<file path="src/rtl/riscv_pkg.sv">
// riscv_pkg: shared core constants and the {pc, instr} fetch entry type
package riscv_pkg;
  localparam int XLEN = 32;
  localparam logic [XLEN-1:0] RESET_PC_DEFAULT = 32'h0000_0000;
  localparam logic [XLEN-1:0] INSTR_NOP = 32'h0000_0013;
  typedef struct packed {
    logic [XLEN-1:0] pc;
    logic [XLEN-1:0] instr;
  } fetch_entry_t;
endpackage

</file>
<file path="src/rtl/fetch_fifo.sv">
// fetch_fifo: DEPTH-entry {pc, instr} FIFO with flush; ports clk, rst, push_i/push_data_i, pop_i, flush_i, count_o, head_o
module fetch_fifo
  import riscv_pkg::*;
#(
  parameter int DEPTH = 4,
  localparam int AW = $clog2(DEPTH),
  localparam int CW = AW + 1
) (
  input  logic         clk,
  input  logic         rst,
  input  logic         push_i,
  input  fetch_entry_t push_data_i,
  input  logic         pop_i,
  input  logic         flush_i,
  output logic [CW-1:0] count_o,
  output fetch_entry_t head_o
);
  fetch_entry_t mem_q [DEPTH];
  logic [AW-1:0] wr_q, wr_d, rd_q, rd_d;
  logic [CW-1:0] cnt_q, cnt_d;
  logic do_pop;
  assign do_pop = pop_i && cnt_q != '0;
  always_comb begin
    wr_d = flush_i ? '0 : wr_q + AW'(push_i);
    rd_d = flush_i ? '0 : rd_q + AW'(do_pop);
    cnt_d = flush_i ? '0 : cnt_q + CW'(push_i) - CW'(do_pop);
  end
  always_ff @(posedge clk or posedge rst) begin
    if (rst) begin
      wr_q <= '0;
      rd_q <= '0;
      cnt_q <= '0;
    end else begin
      wr_q <= wr_d;
      rd_q <= rd_d;
      cnt_q <= cnt_d;
    end
  end
  always_ff @(posedge clk) begin
    if (push_i && !flush_i) mem_q[wr_q] <= push_data_i;
  end
  assign count_o = cnt_q;
  assign head_o = cnt_q != '0 ? mem_q[rd_q] : '0;
endmodule

</file>
<file path="src/rtl/fetch_prefetch_buffer.sv">
// fetch_prefetch_buffer: sequential instruction prefetch with credit-limited requests, redirect flush and in-flight discard; ports: reset/redirect/redirect_pc in, imem_req/imem_addr out, imem_gnt/imem_rvalid/imem_rdata in, instr_valid/instr/instr_pc out, instr_ready in
module fetch_prefetch_buffer
  import riscv_pkg::*;
#(
  parameter int DEPTH = 4,
  parameter logic [XLEN-1:0] RESET_PC = RESET_PC_DEFAULT
) (
  input  logic            clk,
  input  logic            reset,
  input  logic            redirect,
  input  logic [XLEN-1:0] redirect_pc,
  output logic            imem_req,
  output logic [XLEN-1:0] imem_addr,
  input  logic            imem_gnt,
  input  logic            imem_rvalid,
  input  logic [XLEN-1:0] imem_rdata,
  output logic            instr_valid,
  input  logic            instr_ready,
  output logic [XLEN-1:0] instr,
  output logic [XLEN-1:0] instr_pc
);
  localparam int CW = $clog2(DEPTH) + 1;
  logic [XLEN-1:0] fetch_pc_q, fetch_pc_d, resp_pc_q, resp_pc_d;
  logic [CW-1:0] out_q, out_d, disc_q, disc_d, count;
  logic gnt, rsp, drop, push, pop;
  fetch_entry_t head;
  fetch_fifo #(.DEPTH(DEPTH)) u_fifo (
    .clk(clk),
    .rst(reset),
    .push_i(push),
    .push_data_i('{pc: resp_pc_q, instr: imem_rdata}),
    .pop_i(pop),
    .flush_i(redirect),
    .count_o(count),
    .head_o(head)
  );
  // Outstanding requests reserve FIFO slots, so a response can never hit a full FIFO
  assign imem_req = !reset && !redirect && ({1'b0, count} + {1'b0, out_q} < (CW+1)'(DEPTH));
  assign imem_addr = fetch_pc_q;
  assign gnt = imem_req && imem_gnt;
  assign rsp = imem_rvalid && out_q != '0;
  assign drop = rsp && disc_q != '0;
  assign push = rsp && !drop && !redirect;
  assign pop = instr_valid && instr_ready && !redirect;
  assign instr_valid = count != '0;
  assign instr = head.instr;
  assign instr_pc = head.pc;
  // On redirect every request still in flight is stale, including ones already marked for discard
  always_comb begin
    fetch_pc_d = redirect ? redirect_pc : fetch_pc_q + (gnt ? XLEN'(4) : '0);
    resp_pc_d = redirect ? redirect_pc : resp_pc_q + (push ? XLEN'(4) : '0);
    out_d = out_q + CW'(gnt) - CW'(rsp);
    disc_d = redirect ? out_q - CW'(rsp) : disc_q - CW'(drop);
  end
  always_ff @(posedge clk or posedge reset) begin
    if (reset) begin
      fetch_pc_q <= RESET_PC;
      resp_pc_q <= RESET_PC;
      out_q <= '0;
      disc_q <= '0;
    end else begin
      fetch_pc_q <= fetch_pc_d;
      resp_pc_q <= resp_pc_d;
      out_q <= out_d;
      disc_q <= disc_d;
    end
  end
endmodule

</file>
<file path="config.mk">
export PLATFORM = sky130hd
export DESIGN_NAME = fetch_prefetch_buffer
export DESIGN_NICKNAME = d
export VERILOG_FILES = /design/src/rtl/riscv_pkg.sv /design/src/rtl/fetch_fifo.sv /design/src/rtl/fetch_prefetch_buffer.sv
export SDC_FILE = /design/constraint.sdc
export NUM_CORES = 1
export LEC_CHECK = 0
export CELL_PAD_IN_SITES_DETAIL_PLACEMENT = 0
export CELL_PAD_IN_SITES_GLOBAL_PLACEMENT = 2
export CORE_UTILIZATION = 27
export DETAILED_ROUTE_END_ITERATION = 10
export PLACE_DENSITY_LB_ADDON = 0.08
export SLEW_MARGIN = 20
export SYNTH_ARGS = -nofsm -noshare
export SYNTH_HDL_FRONTEND = slang
export SYNTH_SLANG_ARGS = --single-unit
</file>
<file path="constraint.sdc">
create_clock -name clk -period 8.6 [get_ports clk]
set_clock_uncertainty 0.2 [all_clocks]
set_input_delay 0.86 -clock clk [delete_from_list [all_inputs] [get_ports clk]]
set_output_delay 0.86 -clock clk [all_outputs]
set_load 0.02 [all_outputs]
</file>
## Yosys cells after proc, flatten, opt, wreduce, memory -nomap -nowiden

Memories as Yosys holds them, arrays and structs flattened.
Cells that the tools add are included.
Widths: inputs -> output; s select.

| storage, ports and cells | value |
|---|---|
| flip-flop bits (word level) | 77 |
| bits in writable memories | 256 |
| memories kept | 1 |

Memories:

| memory | words | bits a word | read ports | clocked after memory_dff | write ports | RTL line | text |
|---|---|---|---|---|---|---|---|
| u_fifo.mem_q | 4 | 64 | 1 | 0 | 1 | fetch_fifo.sv:18 | `fetch_entry_t mem_q [DEPTH];` |

| cells by class | value |
|---|---|
| add/subtract/negate cells | 11 |
| magnitude comparators | 1 |
| mux-type cells | 11 |
| reduce and logical (&&, ||, !) cells | 17 |

Operators with widths:

| cell | count |
|---|---|
| $add 32x3->32 | 2 |
| $mux 32 | 2 |
| $mux 64 | 1 |
| $mux 3 | 4 |
| $sub 3x1->3 | 4 |
| $logic_and 1x1->1 | 11 |
| $reduce_bool 3->1 | 3 |
| $add 3x1->3 | 2 |
| $add 2x1->2 | 2 |
| $add 3x3->4 | 1 |
| $lt 4x3->1 const B | 1 |
| $mux 2 | 2 |
| $logic_not 1->1 | 3 |
| $mux 1 | 2 |

## Depth between registers and ports, before layout

| logic depth | value |
|---|---|
| word-level depth | 9 |
| mapped depth | 12 |
| depth with buffers taken out | 11 |

## Cells and area by module

From an unflattened synthesis, not the netlist that was laid out.

| unflattened totals | value |
|---|---|
| cell total of the unflattened synthesis | 866 |
| area total of the unflattened synthesis | 14,227.4 µm² |

By module, submodules not included:

| module | times used | cells each | area an instance (µm²) |
|---|---|---|---|
| fetch_fifo | 1 | 438 | 10,126.0 |
| fetch_prefetch_buffer | 1 | 428 | 4,101.4 |

## Least setup slack after synthesis

OpenSTA, ideal clock, no wires.

| timing path | value |
|---|---|
| path type | input to register |
| from | input port redirect |
| to | memory u_fifo.mem_q[0][0] (netlist bit), enable pin |
| data arrival time | 6.269 ns |
| path slack | 1.552 ns |
| stages | 3 |
| cells stage by stage | clkbuf_1 -> nor3_1 -> nor3b_1 |

| on the way | value |
|---|---|
| longest elaborated chain between the ends | 5 |

Ends and longest elaborated chain:

| what | RTL line | text |
|---|---|---|
| start, declared | fetch_prefetch_buffer.sv:10 | `input logic redirect,` |
| $logic_not 1->1 (*) | fetch_fifo.sv:40, fetch_prefetch_buffer.sv:43 |  |
| $logic_and 1x1->1 | fetch_prefetch_buffer.sv:43 | `assign push = rsp && !drop && !redirect;` |
| $logic_and 1x1->1 (*) | fetch_fifo.sv:40 | `if (push_i && !flush_i) mem_q[wr_q] <= push_data_i;` |
| $mux 1 (*) | fetch_fifo.sv:40 |  |
| $mux 1 (not written as such) (*) | fetch_fifo.sv:40 |  |
| end, declared | fetch_fifo.sv:18 |  |

Mark *: on every way between the ends. The rest lies on a longest branch, timed or not.

## Worst setup path in the final report

| timing path | value |
|---|---|
| from | register u_fifo.rd_q[0] |
| to | output port instr_pc[13] |

| on the way | value |
|---|---|
| longest elaborated chain between the ends | 2 |

Ends and longest elaborated chain:

| what | RTL line | text |
|---|---|---|
| start, declared | fetch_fifo.sv:19 | `logic [AW-1:0] wr_q, wr_d, rd_q, rd_d;` |
| start signal, assigned | fetch_fifo.sv:35 | `rd_q <= rd_d;` |
| $mem_v2 4x64 | n/a |  |
| $mux 64 | fetch_fifo.sv:43 | `assign head_o = cnt_q != '0 ? mem_q[rd_q] : '0;` |
| end, declared | fetch_prefetch_buffer.sv:20 | `output logic [XLEN-1:0] instr_pc` |

No other way between the ends.

==> impl_metrics.prom <==
# TYPE chip_impl_metric gauge
chip_impl_metric{name="grt_start_max_net_pins",unit=""} 67
chip_impl_metric{name="wl",unit="mm"} 36.2
chip_impl_metric{name="final_core_util",unit="%"} 34.6
chip_impl_info{name="rsz0062_at_grt",value="false"} 1
chip_impl_metric{name="power.density",unit="nW/µm²"} 268
chip_impl_metric{name="pwr-share-comb",unit="%"} 24.3
chip_impl_metric{name="vias_after_detailed_routing",unit=""} 8146
chip_impl_metric{name="ant_nets",unit=""} 0
chip_impl_metric{name="die_w",unit="µm"} 230
chip_impl_metric{name="ctsHoldBuffers",unit=""} 0
chip_impl_metric{name="hold_viol_final",unit=""} 0
chip_impl_metric{name="post_cts_resized",unit=""} 0
chip_impl_metric{name="maxSlewHeadroom",unit="%"} 28.0
chip_impl_metric{name="synth_cells",unit=""} 871
chip_impl_metric{name="floorplan.io_pins",unit=""} 168
chip_impl_info{name="most-common-layout-cells",value="sky130_fd_sc_hd__edfxtp_1, sky130_fd_sc_hd__clkdlybuf4s50_1, sky130_fd_sc_hd__dfrtp_1"} 1
chip_impl_metric{name="place_worst_setup_slack",unit="ns"} 4.08
chip_impl_metric{name="dp.final_hpwl",unit="mm"} 22.1
chip_impl_metric{name="grt_pass1_vias",unit=""} 8638
chip_impl_metric{name="num_antenna_cells",unit=""} 0
chip_impl_metric{name="drt_pre_antenna_iters",unit=""} 5
chip_impl_metric{name="p_int",unit="mW"} 3.38
chip_impl_metric{name="setup_viol_count_final",unit=""} 0
chip_impl_metric{name="final_layout_size_suffix_gt1_share",unit="%"} 15.1
chip_impl_metric{name="synth-seq-area-share",unit="%"} 68.3
chip_impl_metric{name="synth_cell_types",unit=""} 46
chip_impl_info{name="status",value="complete, no violations"} 1
chip_impl_metric{name="post-cts-setup-buffers",unit=""} 0
chip_impl_metric{name="cellLeakagePower",unit="nW"} 5.88
chip_impl_metric{name="actual_transition_at_the_worst_max_transition_pin",unit="ns"} 1.07
chip_impl_metric{name="layout.cell_area.non_filler",unit="µm²"} 17700
chip_impl_metric{name="antenna_found_initial",unit=""} 0
chip_impl_metric{name="required",unit="ns"} 7.54
chip_impl_metric{name="coreArea",unit="µm²"} 51300
chip_impl_metric{name="cts_buffers",unit=""} 41
chip_impl_metric{name="dr.first_iter.drc_count",unit=""} 391
chip_impl_info{name="layout_commonest_cell",value="sky130_fd_sc_hd__edfxtp_1"} 1
chip_impl_metric{name="overall_die_area",unit="µm²"} 52800
chip_impl_metric{name="cts_max_path_buffers",unit=""} 3
chip_impl_metric{name="synth.cell_area",unit="µm²"} 14000
chip_impl_metric{name="fin_tns_setup",unit="ns"} 0
chip_impl_metric{name="synth_async_sr_flop_share",unit="%"} 22.7
chip_impl_metric{name="clkTransAtPathRegs",unit="ns"} 0.05
chip_impl_metric{name="globalRoute.totalOverflow",unit=""} 0
chip_impl_metric{name="detail_routed_via_count_per_cell",unit=""} 4.64
chip_impl_info{name="yosys_most_used_dff",value="sky130_fd_sc_hd__edfxtp_1"} 1
chip_impl_metric{name="post-route-min-period",unit="ns"} 4.55
chip_impl_metric{name="synth_edf_count",unit=""} 256
chip_impl_metric{name="p_total",unit="mW"} 4.76
chip_impl_metric{name="yosys_warnings",unit=""} 0
chip_impl_info{name="crit_path_end_kind",value="primary output"} 1
chip_impl_metric{name="area_post_placement",unit="µm²"} 16400
chip_impl_metric{name="synth.ff_latch_count",unit=""} 331
chip_impl_metric{name="route.detailed.drc",unit=""} 0
chip_impl_info{name="min_path_type",value="reg2reg"} 1
chip_impl_info{name="worst_setup_start_kind",value="register"} 1
chip_impl_metric{name="power.net_switching",unit="mW"} 1.37
chip_impl_metric{name="syn-num-nets",unit=""} 959
chip_impl_metric{name="worst_skew_pair.late_latency",unit="ns"} 0.54
chip_impl_info{name="crit_type",value="reg2out"} 1
chip_impl_info{name="cell_at_the_root_of_the_clock_tree",value="sky130_fd_sc_hd__clkbuf_16"} 1
chip_impl_metric{name="die_height",unit="µm"} 230
chip_impl_metric{name="fmax",unit="GHz"} 0.220
chip_impl_metric{name="worst_slack",unit="ns"} 4.05
chip_impl_metric{name="final_worst_path_cycle_share",unit="%"} 52.9
chip_impl_metric{name="worst_ir_drop_vdd",unit="mV"} 0.135
chip_impl_metric{name="grt.total_usage",unit="%"} 13.9
chip_impl_metric{name="start_util",unit="%"} 27.3
chip_impl_metric{name="sw_frac_of_total",unit="%"} 28.9
chip_impl_metric{name="rows",unit=""} 83
chip_impl_info{name="tritoncts",value="built"} 1
chip_impl_metric{name="first_pass_grt_wire_length",unit="mm"} 55.3
chip_impl_metric{name="share_seq_of_total_power",unit="%"} 40.3
chip_impl_metric{name="clock_sinks",unit=""} 331
chip_impl_metric{name="clock_power_share",unit="%"} 35.4
chip_impl_metric{name="cts_max_level",unit=""} 2
chip_impl_metric{name="gp_congestion",unit=""} 0.702
chip_impl_metric{name="place.port_buffers",unit=""} 167
chip_impl_metric{name="timing_max_transition_violations_final",unit=""} 0
chip_impl_metric{name="critPathArrivalTime",unit="ns"} 3.49
chip_impl_metric{name="timing.max_cap.violations",unit=""} 0
chip_impl_metric{name="nets",unit=""} 1133
chip_impl_metric{name="areaGrowthSynthToFinish",unit="%"} 26.6
chip_impl_metric{name="route.detailed.wl_per_inst",unit="µm"} 20.6
chip_impl_metric{name="post_synth.cell_area_avg",unit="µm²"} 16.1
chip_impl_metric{name="worstPathMaxFanout",unit=""} 44
power groups by stage:
stage,registers [mW],clock network [mW],logic [mW]
global route,1.94,1.80,1.27
floorplan,1.93,0,0.643
global placement,1.95,0,1.19
detailed placement,1.95,0,1.20
finish,1.92,1.68,1.16
CTS,1.92,1.75,1.20
worst paths after layout:
path / start / to / slack, ns / depth (start not counted)
max: u_fifo.rd_q[0] / instr_pc[13] / 4.05 / 4
min: out_q[2] / out_q[2] / 0.35 / 1
max reg2reg: out_q[2] / imem_addr[26] / 4.91 / 10
min reg2reg: out_q[2] / out_q[2] / 0.35 / 1
max in group asynchronous: reset / imem_addr[1] / 6.57 / 3
min in group asynchronous: reset / out_q[2] / 0.43 / 2
layout make-up:
| cell class | instances | area [µm²] |
|---|---|---|
| multi-input cells | 466 | 4160 |
| repair buffers | 179 | 1760 |
| well taps | 680 | 851 |
| inverters | 26 | 98.8 |
| clock buffers | 59 | 1160 |
| clock inverters | 13 | 144 |
| fillers | 5017 | 33600 |
| flip-flops and latches | 331 | 9570 |
Yosys cell counts (all sizes together), types with 17 or more instances:
library cell | number | area share [%]
dfrtp | 75 | 13
nor4 | 18 | 0.85
nor2 | 42 | 1.1
a31oi | 19 | 0.85
clkbuf | 31 | 0.84
buf | 17 | 0.62
nand4 | 21 | 0.98
and2 | 66 | 2.9
edfxtp | 256 | 55
nand2 | 18 | 0.48
inv | 26 | 0.70
mux4 | 64 | 10
nor3 | 20 | 0.71
nand3 | 20 | 0.71
logic make-up after synthesis:
logic type	count (synthesis)	share of synthesized area [%]
AOI/OAI and AO/OA	84	4.17
xor gates and xnor gates	24	1.50
and+or+nand+nor	261	10.7
buffers and inverters	74	2.15
DFF	331	68.3
muxes	79	11.5
adders and majority gates	18	1.72
sequential cells by signal, summed over array words and instances, names as in the netlist:
register        count
resp_pc_q          31
u_fifo.wr_q         2
imem_addr          31
u_fifo.mem_q      256
out_q               3
u_fifo.count_o      3
u_fifo.rd_q         2
disc_q              3
stage by stage:
stage	hold slack, ns	cells
finish	0.353	1754
global route	0.392	1754
global placement	0.347	1682
CTS	0.365	1754
detailed placement	0.352	1682
floorplan	0.282	871
critical path, stage by stage, from the launching register on:
cell and delay, ns:
sky130_fd_sc_hd__dfrtp_4 0.73, sky130_fd_sc_hd__buf_4 0.82, sky130_fd_sc_hd__mux4_2 0.59, sky130_fd_sc_hd__and2_1 0.17, sky130_fd_sc_hd__clkdlybuf4s50_1 0.62
routing by layer:
| metal | up-vias | part of all wire [%] | track usage, % | routed length, µm |
|---|---|---|---|---|
| met1 | 4145 | 47 | 19.1 | 17000 |
| met2 | 186 | 47 | 22.3 | 16900 |
| li1 | 3771 | - | - | - |
| met3 | 44 | 4.4 | 3.05 | 1600 |
| met5 | - | 0 | 0 | 0 |
| met4 | 0 | 1.8 | 3.64 | 668 |
No activity file was read; power rests on OpenSTA's default activity.
